==> config.mk <==
export PLATFORM = sky130hd
export DESIGN_NAME = buzzer_tone_gen
export DESIGN_NICKNAME = d
export VERILOG_FILES = /design/src/rtl/buzzer_tone_gen.sv
export SDC_FILE = /design/constraint.sdc
export NUM_CORES = 1
export LEC_CHECK = 0
export CORE_MARGIN = 2
export CORE_UTILIZATION = 55
export DETAILED_ROUTE_END_ITERATION = 6
export GPL_TIMING_DRIVEN = 0
export PLACE_DENSITY = 0.77
export SLEW_MARGIN = 20
export SYNTH_ARGS = -nofsm -noshare
export SYNTH_HDL_FRONTEND = slang
export SYNTH_SLANG_ARGS = --single-unit
==> constraint.sdc <==
create_clock -name clk -period 3.35 [get_ports clk]
set_input_delay 0.67 -clock clk [delete_from_list [all_inputs] [get_ports clk]]
set_output_delay 0.67 -clock clk [all_outputs]
set_load 0.03 [all_outputs]
==> src/rtl/buzzer_tone_gen.sv <==
// Piezo driver for the alarm block: resolves channel priority and produces a
// steady tone (ch1), a beeping tone (ch2) or a two-pitch siren (ch3).
module buzzer_tone_gen #(
  parameter int unsigned PRESC  = 4,
  parameter int unsigned HALF1  = 8,
  parameter int unsigned HALF2  = 6,
  parameter int unsigned HALF3A = 4,
  parameter int unsigned HALF3B = 10,
  parameter int unsigned SEG    = 16
) (
  input  logic       clk,
  input  logic       rst_n,
  input  logic       ena,
  input  logic [2:0] buz_in,
  output logic       tone_out,
  output logic       env_out,
  output logic       active,
  output logic [1:0] chan
);

  localparam int unsigned HMAX12 = (HALF1 > HALF2) ? HALF1 : HALF2;
  localparam int unsigned HMAX3  = (HALF3A > HALF3B) ? HALF3A : HALF3B;
  localparam int unsigned HMAX   = (HMAX12 > HMAX3) ? HMAX12 : HMAX3;
  localparam int unsigned PW     = (PRESC > 1) ? $clog2(PRESC) : 1;
  localparam int unsigned HW     = (HMAX > 1) ? $clog2(HMAX) : 1;
  localparam int unsigned SW     = (SEG > 1) ? $clog2(SEG) : 1;

  localparam logic [1:0] IDLE   = 2'd0;
  localparam logic [1:0] TONE1  = 2'd1;
  localparam logic [1:0] BEEP2  = 2'd2;
  localparam logic [1:0] SIREN3 = 2'd3;

  logic [2:0]    buz_q;
  logic [PW-1:0] presc_cnt, presc_nxt;
  logic [HW-1:0] half_cnt, half_nxt, half_lim;
  logic [SW-1:0] seg_cnt, seg_cnt_nxt;
  logic          seg, seg_nxt;
  logic          tone_q, tone_nxt;
  logic          env_q, env_nxt;
  logic [1:0]    sel, chan_nxt;
  logic          tick, seg_wrap;

  // Priority select, active half-period limit and next-state logic
  always_comb begin
    sel         = IDLE;
    half_lim    = '0;
    chan_nxt    = chan;
    presc_nxt   = presc_cnt;
    half_nxt    = half_cnt;
    seg_cnt_nxt = seg_cnt;
    seg_nxt     = seg;
    tone_nxt    = tone_q;
    env_nxt     = env_q;

    if (buz_q[2])      sel = SIREN3;
    else if (buz_q[1]) sel = BEEP2;
    else if (buz_q[0]) sel = TONE1;

    case (chan)
      TONE1:   half_lim = HW'(HALF1 - 1);
      BEEP2:   half_lim = HW'(HALF2 - 1);
      SIREN3:  half_lim = seg ? HW'(HALF3B - 1) : HW'(HALF3A - 1);
      default: half_lim = '0;
    endcase

    tick     = (presc_cnt == PW'(PRESC - 1)) && (chan != IDLE);
    seg_wrap = (seg_cnt == SW'(SEG - 1));

    if (sel != chan) begin
      // Channel change: full restart, envelope opens at once for any active channel
      chan_nxt    = sel;
      presc_nxt   = '0;
      half_nxt    = '0;
      seg_cnt_nxt = '0;
      seg_nxt     = 1'b0;
      tone_nxt    = 1'b0;
      env_nxt     = (sel != IDLE);
    end else if (chan != IDLE) begin
      presc_nxt = tick ? '0 : PW'(presc_cnt + 1'b1);
      if (tick) begin
        if (half_cnt == half_lim) begin
          half_nxt = '0;
          tone_nxt = ~tone_q;
        end else begin
          half_nxt = HW'(half_cnt + 1'b1);
        end
        if (seg_wrap) begin
          seg_cnt_nxt = '0;
          seg_nxt     = ~seg;
          // Pitch swap restarts the half period without an extra tone edge
          if (chan == SIREN3) begin
            half_nxt = '0;
            tone_nxt = tone_q;
          end
        end else begin
          seg_cnt_nxt = SW'(seg_cnt + 1'b1);
        end
      end
      env_nxt = (chan == BEEP2) ? ~seg_nxt : 1'b1;
    end else begin
      env_nxt = 1'b0;
    end
  end

  always_ff @(posedge clk or negedge rst_n) begin
    if (!rst_n) begin
      buz_q     <= '0;
      chan      <= IDLE;
      presc_cnt <= '0;
      half_cnt  <= '0;
      seg_cnt   <= '0;
      seg       <= 1'b0;
      tone_q    <= 1'b0;
      env_q     <= 1'b0;
    end else if (ena) begin
      buz_q     <= buz_in;
      chan      <= chan_nxt;
      presc_cnt <= presc_nxt;
      half_cnt  <= half_nxt;
      seg_cnt   <= seg_cnt_nxt;
      seg       <= seg_nxt;
      tone_q    <= tone_nxt;
      env_q     <= env_nxt;
    end
  end

  assign tone_out = tone_q & env_q;
  assign env_out  = env_q;
  assign active   = (chan != IDLE);

endmodule

Word level (Yosys, flattened, before mapping)
Index checks and enable logic that the tools add are counted.

word-level totals
  register bits = 18
  input bits = 6
  output and inout bits = 5
  logic and storage cells = 65

operators by class
  $add $sub $neg = 3
  equality and inequality tests = 8
  mux-type cells = 33
  bitwise gates (word level) = 4
  reduce and logical (&&, ||, !) cells = 9

operators by type and width
  operator               number
  $mux W4                11
  $mux W1                16
  $pmux W4 S3            1
  $mux W2                5
  $add A4 B1 Y4 const B  2
  $reduce_bool A2 Y1     4
  $eq A2 B2 Y1 const B   3
  $eq A4 B4 Y1           1
  $eq A4 B4 Y1 const B   1
  $reduce_and A2 Y1      2
  $reduce_and A4 Y1      1
  $ne A3 B3 Y1 const B   1
  $not A1 Y1             3
  $reduce_and A3 Y1      1
  $add A2 B1 Y2 const B  1
  $eq A2 B1 Y1 const B   1
  $ne A2 B2 Y1           1
  $and A1 B1 Y1          1
  $logic_and A1 B1 Y1    1

Depth between registers and ports, before layout
Gate-level depths: netlist of the first run.

  word-level depth = 9
  depth in mapped cells = 8
  gate-level depth less buffers = 7

Worst setup path after synthesis of the first run
Ideal clock, no wire load.

  path kind = reg2reg
  start point = register chan[0]
  end point = register tone_q
  library setup time = 69 ps
  data arrival time = 2006 ps
  required time = 3281 ps
  setup slack = 1275 ps
  stages on the path, launching flop included = 8
  path through = dfrtp_1 -> inv_1 -> ha_1 -> xor2_1 -> nor2_1 -> nand4_1 -> or4_1 -> nand3_1

on the way
  word-level cells in the longest chain between the ends = 9
  elaborated cells between the ends (all ways) = 18
  classes of those cells = 6 x eq/ne; 7 x mux; 5 x reduce/logical

ends and longest elaborated chain
  what                                  line    RTL
  start: declaration                    18      output logic [1:0] chan
  start signal: assignment              117     chan <= chan_nxt;
  $eq A2 B2 Y1 (tied with other cells)  59, 91
  $pmux W4 S3                           59      case (chan)
  $eq A4 B4 Y1                          81      if (half_cnt == half_lim) begin
  $mux W1                               81
  $mux W1                               91      if (chan == SIREN3) begin
  $mux W1                               87      if (seg_wrap) begin
  $mux W1                               80      if (tick) begin
  $mux W1                               78      end else if (chan != IDLE) begin
  $mux W1                               69      if (sel != chan) begin
  end signal: assignment                122     tone_q <= tone_nxt;
  end: declaration                      38      logic tone_q, tone_nxt;

Several ways; a longest one is shown, not always the timed one. The select of a mux whose other input is x is not followed.
A chain may end at the register's enable or synchronous reset.

Final worst setup path of the first run
  start point = register chan[1]
  end point = output active

on the way
  word-level cells in the longest chain between the ends = 1

ends and longest elaborated chain
  what                line  RTL
  $reduce_bool A2 Y1  129   assign active = (chan != IDLE);
  end: declaration    17    output logic active,

No other way between the ends.

==> results of run 1 <==
-- synth_stat cells (2+ instances only) --
cell type	n
dfrtp_1	18
nand2_1	15
o21ai_1	7
ha_1	6
inv_1	6
nand3_1	6
o21ai_0	6
nand2b_1	4
nor2_1	4
a21oi_1	3
nand3b_1	3
o31ai_1	3
xor2_1	3
a22o_1	2
and2_1	2
clkbuf_1	2
mux2_2	2
nor2b_1	2
nor3_1	2
o211ai_1	2
or2_2	2
xnor2_1	2
-- power by group through the flow --
stage | combinational, W | clock, W | sequential [W]
after global routing | 0.000197 | 0.000123 | 0.000289
after floorplan | 0.000115 | 0 | 0.000290
after detailed placement | 0.000172 | 0 | 0.000287
after CTS | 0.000173 | 0.000111 | 0.000282
after global placement | 0.000168 | 0 | 0.000285
final | 0.000172 | 0.000107 | 0.000283
-- final cells by class --
type                       instances  area, um2  area share (%)
multi-input combinational         92        621            49.2
inverter                           6       22.5            1.78
tap                               27       33.8            2.68
sequential                        18        450            35.7
timing repair buffer              10        100            7.93
clock buffer                       3       22.5            1.78
buffer                             3       12.5           0.991
-- worst max-delay path: stages, from the launching register on --
cell and delay (ns):
dfrtp_1 0.57, inv_1 0.10, ha_1 0.26, inv_1 0.10
clkdlybuf4s50_1 0.67
-- registers in the layout (all words and copies together) (netlist names) --
signal	count
seg	1
seg_cnt	4
chan	2
env_out	1
half_cnt	4
buz_q	3
presc_cnt	2
tone_q	1
-- routing by layer --
layer,track usage (%),up-vias
li1,-,455
met1,26.1,421
met4,10.5,0
met5,0,-
met2,34.0,15
met3,3.07,5
-- per-stage QoR --
step           power (W)  util [%]
2_1_floorplan   0.000405         -
3_3_place_gp    0.000453      64.5
3_5_place_dp    0.000459      64.5
4_1_cts         0.000567      65.7
5_1_grt         0.000609      65.7
6_report        0.000562      65.7
-- worst paths after layout --
path                            start      endpoint  cells past startpoint
setup / recovery              chan[1]        active                      4
hold / removal             seg_cnt[3]    seg_cnt[3]                      1
setup reg to reg              chan[1]    seg_cnt[3]                      8
hold reg to reg            seg_cnt[3]    seg_cnt[3]                      1
max in group asynchronous       rst_n           seg                      1
min in group asynchronous       rst_n  presc_cnt[0]                      1
-- cells by family (layout without fill, tap and decap cells) --
kind of cell | after synthesis | in the layout | synth area share, %
and+or+nand+nor | 48 | 48 | 23.6
muxes | 3 | 3 | 2.94
xor gates and xnor gates | 5 | 5 | 3.96
AOI/OAI and AO/OA | 30 | 30 | 18.8
buffers and inverters | 9 | 22 | 3.17
adders and majority gates | 6 | 6 | 6.79
DFF | 18 | 18 | 40.7
==> flow_summary.toml, run 1 <==
[global_route]
grt_first_pass_wirelength_um = 3800
grt-ovfl-total = 0
grt_max_degree = 19
antenna_found_initial = 0
grt_pass1_vias = 875
grt_use_total_pct = 20.5

[pwr]
ir_drop_uv = 274
p_clk_share_pct = 19.1
switching_share_pct = 35.1
p_int_w = 0.000365
power_density_nw_per_um2 = 445
seqPwrFrac_pct = 50.3
combPwrFrac_pct = 30.6
p_switching_w = 0.000198
leakage_nw = 0.542

[timing]
setup_ws_ns = 0.692
clock.fmax_mhz = 376
rsz0062_at_grt = "no"
relSlewSlack_pct = 46.3
setup_viol = 0
fin_worst_skew_ns = 0.00621
hold_ws_ns = 0.503
finalCritPeriodShare_pct = 79.3
finalCriticalPeriod_ns = 2.66
report.final.slew_viol_count = 0
fin_setup_tns_ns = 0
hold_viol_final = 0
worstMarginPinSlew_ns = 0.802

[placed_design]
placed_cells = 156
port_buffers = 10
dpl-instance-area_um2 = 1240
pre_cts_ws_ns = 1.04
dp_hpwl_um = 1560
gp_congestion = 0.813

[die]
dieArea_um2 = 2390
initial_core_util_pct = 57.6
fp.dieW_um = 48.8
die_h_um = 48.8
core-area_um2 = 1920
ios = 11
rows = 16

[synthesis]
synth_warnings = 0
synth-seq-cells = 18
syn_area_per_cell_um2 = 9.29
synth_top_area_share_pct = 40.7
synth_area_um2 = 1110
async_reset_ff_share_pct = 100
synth_cell_types = 39
synth_cells = 119
ys_seq_area_share_pct = 40.7
yosys-top-cells-area = "dfrtp_1 41%, ha_1 6.8%, nand2_1 5.1%"
syn-num-nets = 131
synth_edf_count = 0
ys.flop_type = "dfrtp_1"
yosysTopAreaCell = "dfrtp_1"

[worst_setup_path]
cp.required_ns = 2.68
worst-r2r-setup-slack_ns = 1.18
critPathArrivalTime_ns = 1.99
crit_path_end_kind = "primary output"
crit_path_start_kind = "flip-flop"
worstPathMaxFanout = 12
worst-setup-path-type = "reg -> out"

[route]
drtAntennaViolNets = 0
routed_wl_um = 2070
vias = 896
vias_per_cell = 5.64
drc = 0
drt-met1-wl_um = 1020
wl_met3_um = 49
first_pass_iters = 4
wl_per_cell_um = 13.0
drtIter0Drc = 14
top_layer = "met4"
wl_met2_um = 952

[final_layout]
drive_gt1_share_pct = 8.33
layout_common_cells = "18 x dfrtp_1, 15 x nand2_1, 10 x clkdlybuf4s50_1"
area_growth_pct = 14.1
layout.nets = 146
fin_cells = 159
diodes = 0
layout_commonest_cell = "dfrtp_1"
fill_cells = 165
design_area_um2 = 1260

[clock_network]
clkSinkCount = 18
cts_tree = "built"
cts-root-buf = "clkbuf_4"
insertion_delay_ns = 0.29
htreeDepth = 1
cts_buffers = 3
cts_buffer_depth = 2
path_clk_slew_ns = 0.10
holdBufCountCts = 0
post_cts_resized = 0
cts_setup_buffers = 0

[status]
status = "completed"

[worst_hold_path]
hold_path.class = "reg -> reg"

[job]
drv_cap = 0
(Power assumes the default switching activity.)
==> inputs of run 2 (changes only) <==
--- a/config.mk
+++ b/config.mk
@@ -6,10 +6,10 @@
 export NUM_CORES = 1
 export LEC_CHECK = 0
 export CORE_MARGIN = 2
-export CORE_UTILIZATION = 55
+export CORE_UTILIZATION = 50
 export DETAILED_ROUTE_END_ITERATION = 6
 export GPL_TIMING_DRIVEN = 0
-export PLACE_DENSITY = 0.77
+export PLACE_DENSITY = 0.74
 export SLEW_MARGIN = 20
 export SYNTH_ARGS = -nofsm -noshare
 export SYNTH_HDL_FRONTEND = slang
==> constraint.sdc (replaced) <==
create_clock -name clk -period 2.4 [get_ports clk]
set_input_delay 0.48 -clock clk [delete_from_list [all_inputs] [get_ports clk]]
set_output_delay 0.48 -clock clk [all_outputs]
set_load 0.03 [all_outputs]
==> run 2 against run 1 <==
Clock power increased by 79%. Largest cell class unchanged. Largest power group unchanged. Design area increased by 1.6%. Utilization decreased by 6.0 points. Non-clock buffer count unchanged. Highest routed layer unchanged. Via count increased by 3.2%.
==> flow_summary.toml, run 2 (synthesis results as in run 1) <==
[worst_setup_path]
crit_path_end_kind = "flip-flop"
cp_cell_sequence = "inv_1 > ha_1 > nor2b_1 > o21ai_1 > and2_1 > clkbuf_1 > o21ai_0 > o31ai_1"
crit_start = "chan[0]"
critPathSlowestCell = "dfrtp_2"
cp.required_ns = 2.59
worst-setup-path-type = "reg -> reg"
max_stage_delay_ns = 0.47
critPathArrivalTime_ns = 2.29
crit_path_start_kind = "flip-flop"
r2r_start = "chan[0]"
worstPathMaxFanout = 10

[route]
drc = 0
vias = 925
drt-met1-wl_um = 940
wl_met2_um = 1020
wl_met3_um = 71
routed_wl_um = 2080
first_pass_iters = 4
top_layer = "met4"
vias_per_cell = 5.75
drtAntennaViolNets = 0
wl_per_cell_um = 12.9
drtIter0Drc = 16

[die]
fp.dieW_um = 51.0
ios = 11
initial_core_util_pct = 51.5
core-area_um2 = 2150
dieArea_um2 = 2600
rows = 17
die_h_um = 51.0

[pwr]
ir_drop_uv = 395
power_density_nw_per_um2 = 645
leakage_nw = 0.550

[status]
status = "completed"

[clock_network]
path_clk_slew_ns = 0.11
cts-root-buf = "clkbuf_4"
insertion_delay_ns = 0.30
cts_buffer_depth = 2
cts_buffers = 3
htreeDepth = 1
cts_tree = "built"
holdBufCountCts = 0
cts_setup_buffers = 0
clkSinkCount = 18

[final_layout]
reg.largest.list = "half_cnt x4, seg_cnt x4, buz_q x3"
diodes = 0
layout_common_cells = "16 x dfrtp_1, 15 x nand2_1, 9 x clkdlybuf4s50_1"
layout_commonest_cell = "dfrtp_1"
design_area_um2 = 1280
drive_gt1_share_pct = 10.5
area_growth_pct = 16.0
layout.nets = 146
fin_util_pct = 59.7

[timing]
worstMarginPinSlew_ns = 0.795
fin_worst_skew_ns = 0.00151
hold_viol_final = 0
relSlewSlack_pct = 46.8
clock.fmax_mhz = 476
finalCritPeriodShare_pct = 87.6
setup_viol = 0
fin_setup_tns_ns = 0
finalCriticalPeriod_ns = 2.10
report.final.slew_viol_count = 0
rsz0062_at_grt = "no"

[worst_hold_path]
min_from = "seg_cnt[3]"
hold_path.class = "reg -> reg"

[placed_design]
dpl-instance-area_um2 = 1240
dp_hpwl_um = 1610
port_buffers = 10
gp_congestion = 0.788

[global_route]
grt-ovfl-total = 0
antenna_found_initial = 0
grt_pass1_vias = 821
grt_use_total_pct = 17.4
grt_max_degree = 19
grt_first_pass_wirelength_um = 3390

[job]
drv_cap = 0
run 2: changes by cell type in the layout (fill, tap and decap cells not counted):
cell,change
dfrtp_2,+2
clkbuf_8,+1
dlymetal6s2s_1,+1
clkdlybuf4s50_1,-1
dfrtp_1,-2
run 2: layer usage:
layer,track usage (%),vias to the layer above
li1,-,453
met1,20.7,450
met2,29.2,17
met3,3.51,5
met4,9.91,0
met5,0,-
run 2: final timing paths:
kind,to,cells after the start,slack [ns]
min reg2reg,seg_cnt[3],1,0.52
min in group asynchronous,seg,1,0.63
max,seg_cnt[3],8,0.30
max in group asynchronous,chan[1],1,1.23
min,seg_cnt[3],1,0.52
max reg2reg,seg_cnt[3],8,0.30
run 2: repair_timing:
item,4_1_cts,5_1_grt
resized for setup,2,1
endpoints found under the setup margin,1,1
endpoints found under the hold margin,0,0
run 2: area by class of cell:
| cell class | count | area, um2 |
|---|---|---|
| fill | 178 | 866 |
| tap | 28 | 35.0 |
| timing repair buffer | 10 | 103 |
| buffer | 3 | 12.5 |
| multi-input combinational | 92 | 621 |
| clock buffer | 4 | 36.3 |
| inverter | 6 | 22.5 |
| sequential | 18 | 453 |
run 2: power by group:
group          internal (W)  switching, W
clock             0.0000926     0.0000998
combinational      0.000108      0.000132
sequential         0.000343     0.0000519
run 2: critical path: cells and delay by family, from the launching register on:
| kind | cells | cell delay, ns |
|---|---|---|
| and+or+nand+nor | 2 | 0.47 |
| DFF | 1 | 0.47 |
| AOI/OAI and AO/OA | 3 | 0.47 |
| buffers and inverters | 2 | 0.32 |
| adders and majority gates | 1 | 0.27 |
run 2: through the flow:
stage	setup slack, ns	total power [W]	hold slack (ns)	std cells
after floorplan	0.325	0.000565	0.184	119
after global placement	0.285	0.000633	0.459	157
after detailed placement	0.228	0.000643	0.492	157
after CTS	0.0258	0.000833	0.515	161
after global routing	0.179	0.000881	0.528	161
final	0.297	0.000827	0.516	161
==> inputs of run 3 (changes only) <==
--- a/config.mk
+++ b/config.mk
@@ -10,6 +10,7 @@
 export DETAILED_ROUTE_END_ITERATION = 6
 export GPL_TIMING_DRIVEN = 0
 export PLACE_DENSITY = 0.74
+export RECOVER_POWER = 100
 export SLEW_MARGIN = 20
 export SYNTH_ARGS = -nofsm -noshare
 export SYNTH_HDL_FRONTEND = slang
==> run 3 against run 2 <==
Power decreased by 2.1%. Global-route usage unchanged. Sequential power about the same. Clock skew about the same. Cell count unchanged. Largest power group unchanged. Combinational power decreased by 7%. Critical path type unchanged. Critical path depth unchanged. First-iteration DRC count unchanged. Count of clock-buffer cells in the layout unchanged. Clock power about the same. Worst setup slack got worse by 0.061 ns.
==> flow_summary.toml, run 3 (synthesis results as in run 1) <==
[global_route]
antenna_found_initial = 0
met3_usage_pct = 3.51
grt_pass1_vias = 821
grt-ovfl-total = 0
grt_use_total_pct = 17.4
grt_max_degree = 19
met2_usage_pct = 29.2
grt_first_pass_wirelength_um = 3390
grt_util_met1_pct = 20.7
busiest_layer = "met2"

[timing]
hold_viol_final = 0
setup_viol = 0
fin_setup_tns_ns = 0
finalCriticalPeriod_ns = 2.16
report.final.slew_viol_count = 0
fin_worst_skew_ns = 0.00172
hold_ws_ns = 0.513
clock.fmax_mhz = 462
finalCritPeriodShare_pct = 90.1
worstMarginPinSlew_ns = 0.807
relSlewSlack_pct = 46.0
rsz0062_at_grt = "no"

[final_layout]
seqCellArea_um2 = 453
design_area_um2 = 1250
fill_cells = 180
layout.nets = 146
fin_util_pct = 58.4
multiInputGateArea_um2 = 602
reg.largest.list = "half_cnt x4, seg_cnt x4, buz_q x3"
layout_common_cells = "16 x dfrtp_1, 15 x nand2_1, 9 x o21ai_0"
drive_gt1_share_pct = 8.27
diodes = 0
layout_commonest_cell = "dfrtp_1"
area_growth_pct = 13.3

[job]
drv_cap = 0

[route]
vias_per_cell = 5.71
drtAntennaViolNets = 0
drc = 0
routed_wl_um = 2110
first_pass_iters = 4
drtIter0Drc = 16
vias = 919
wl_per_cell_um = 13.1

[worst_setup_path]
crit_start = "chan[0]"
r2r_end = "half_cnt[2]"
crit_path_end_kind = "flip-flop"
worst-r2r-setup-slack_ns = 0.24
cp.required_ns = 2.57
r2r_start = "chan[0]"
worst-setup-path-type = "reg -> reg"
crit_path_end = "half_cnt[2]"
critPathSlowestCell = "dfrtp_2"
critPathArrivalTime_ns = 2.33
crit_path_start_kind = "flip-flop"
worstPathMaxFanout = 10
max_stage_delay_ns = 0.48
cp_cell_sequence = "inv_1 > ha_1 > nor2b_1 > o21ai_1 > and2_0 > clkbuf_1 > nand3b_1 > o311ai_0"
reg2regPathDepth = 8

[clock_network]
cts_setup_buffers = 0
cts-root-buf = "clkbuf_4"
insertion_delay_ns = 0.30
path_clk_slew_ns = 0.10
htreeDepth = 1
cts_buffers = 3
cts_tree = "built"
clkSinkCount = 18
cts_buffer_depth = 2

[die]
dieArea_um2 = 2600
rows = 17
ios = 11
core-area_um2 = 2150
die_h_um = 51.0
initial_core_util_pct = 51.5
fp.dieW_um = 51.0

[worst_hold_path]
hold_path.class = "reg -> reg"

[placed_design]
dpl-instance-area_um2 = 1240
dp_hpwl_um = 1610
port_buffers = 10
gp_congestion = 0.788

[status]
status = "completed"

[pwr]
leakage_nw = 0.540
power_density_nw_per_um2 = 646
ir_drop_uv = 410
run 3: cell count changes in the layout (fill, tap and decap cells not counted), moves of 2 or more:
cell / previous run / this run
clkdlybuf4s50_1: 9 / 3
dlygate4sd3_1: 0 / 6
o21ai_0: 6 / 9
o21ai_1: 7 / 4
clkbuf_1: 2 / 4
run 3: critical path: cells and delay by family (launching register included):
family / cells / cell delay, ns
fa+ha+maj: 1 / 0.25
buf+inv: 2 / 0.47
flops: 1 / 0.48
compound gates: 2 / 0.31
simple gates: 3 / 0.53
run 3: cell type report:
class | count | share of cell area [%]
Timing Repair Buffer | 10 | 7.49
Clock buffer | 4 | 2.89
Inverter | 6 | 1.80
Buffer | 3 | 0.898
Multi-Input combinational cell | 92 | 48.0
Sequential cell | 18 | 36.1
Tap cell | 28 | 2.79
run 3: metrics by stage:
step,setup slack [ns],instances,total power [W]
after floorplan,0.325,119,0.000565
after global placement,0.285,157,0.000633
after detailed placement,0.228,157,0.000643
after CTS,0.0258,161,0.000833
after global routing,0.0906,161,0.000864
final,0.237,161,0.000810
run 3: worst min path at each step:
stage	start	endpoint	slack (ns)	cells past startpoint
global route	seg_cnt[3]	seg_cnt[3]	0.53	1
floorplan	rst_n	buz_q[0]	0.18	0
finish	seg_cnt[3]	seg_cnt[3]	0.51	1
global placement	seg_cnt[3]	seg_cnt[3]	0.46	1
CTS	seg_cnt[3]	seg_cnt[3]	0.52	1
detailed placement	presc_cnt[1]	presc_cnt[1]	0.49	1
run 3: metal layers:
metal | share of wire [%] | vias to the layer above
li1 | - | 452
met1 | 45 | 439
met2 | 48 | 23
met3 | 4.8 | 5
met4 | 2.1 | 0
met5 | 0 | -
run 3: where the power goes:
part / internal [W] / total (W) / switching [W]
Clock: 0.0000926 / 0.000192 / 0.0000989
Sequential: 0.000343 / 0.000395 / 0.0000516
Combinational: 0.0000973 / 0.000224 / 0.000127
run 3: timing repair:
action | 4_1_cts | 5_1_grt
cloned | 0 | 0
setup endpoints to repair | 1 | 1
resized for setup | 2 | 1
hold buffers | 0 | 0
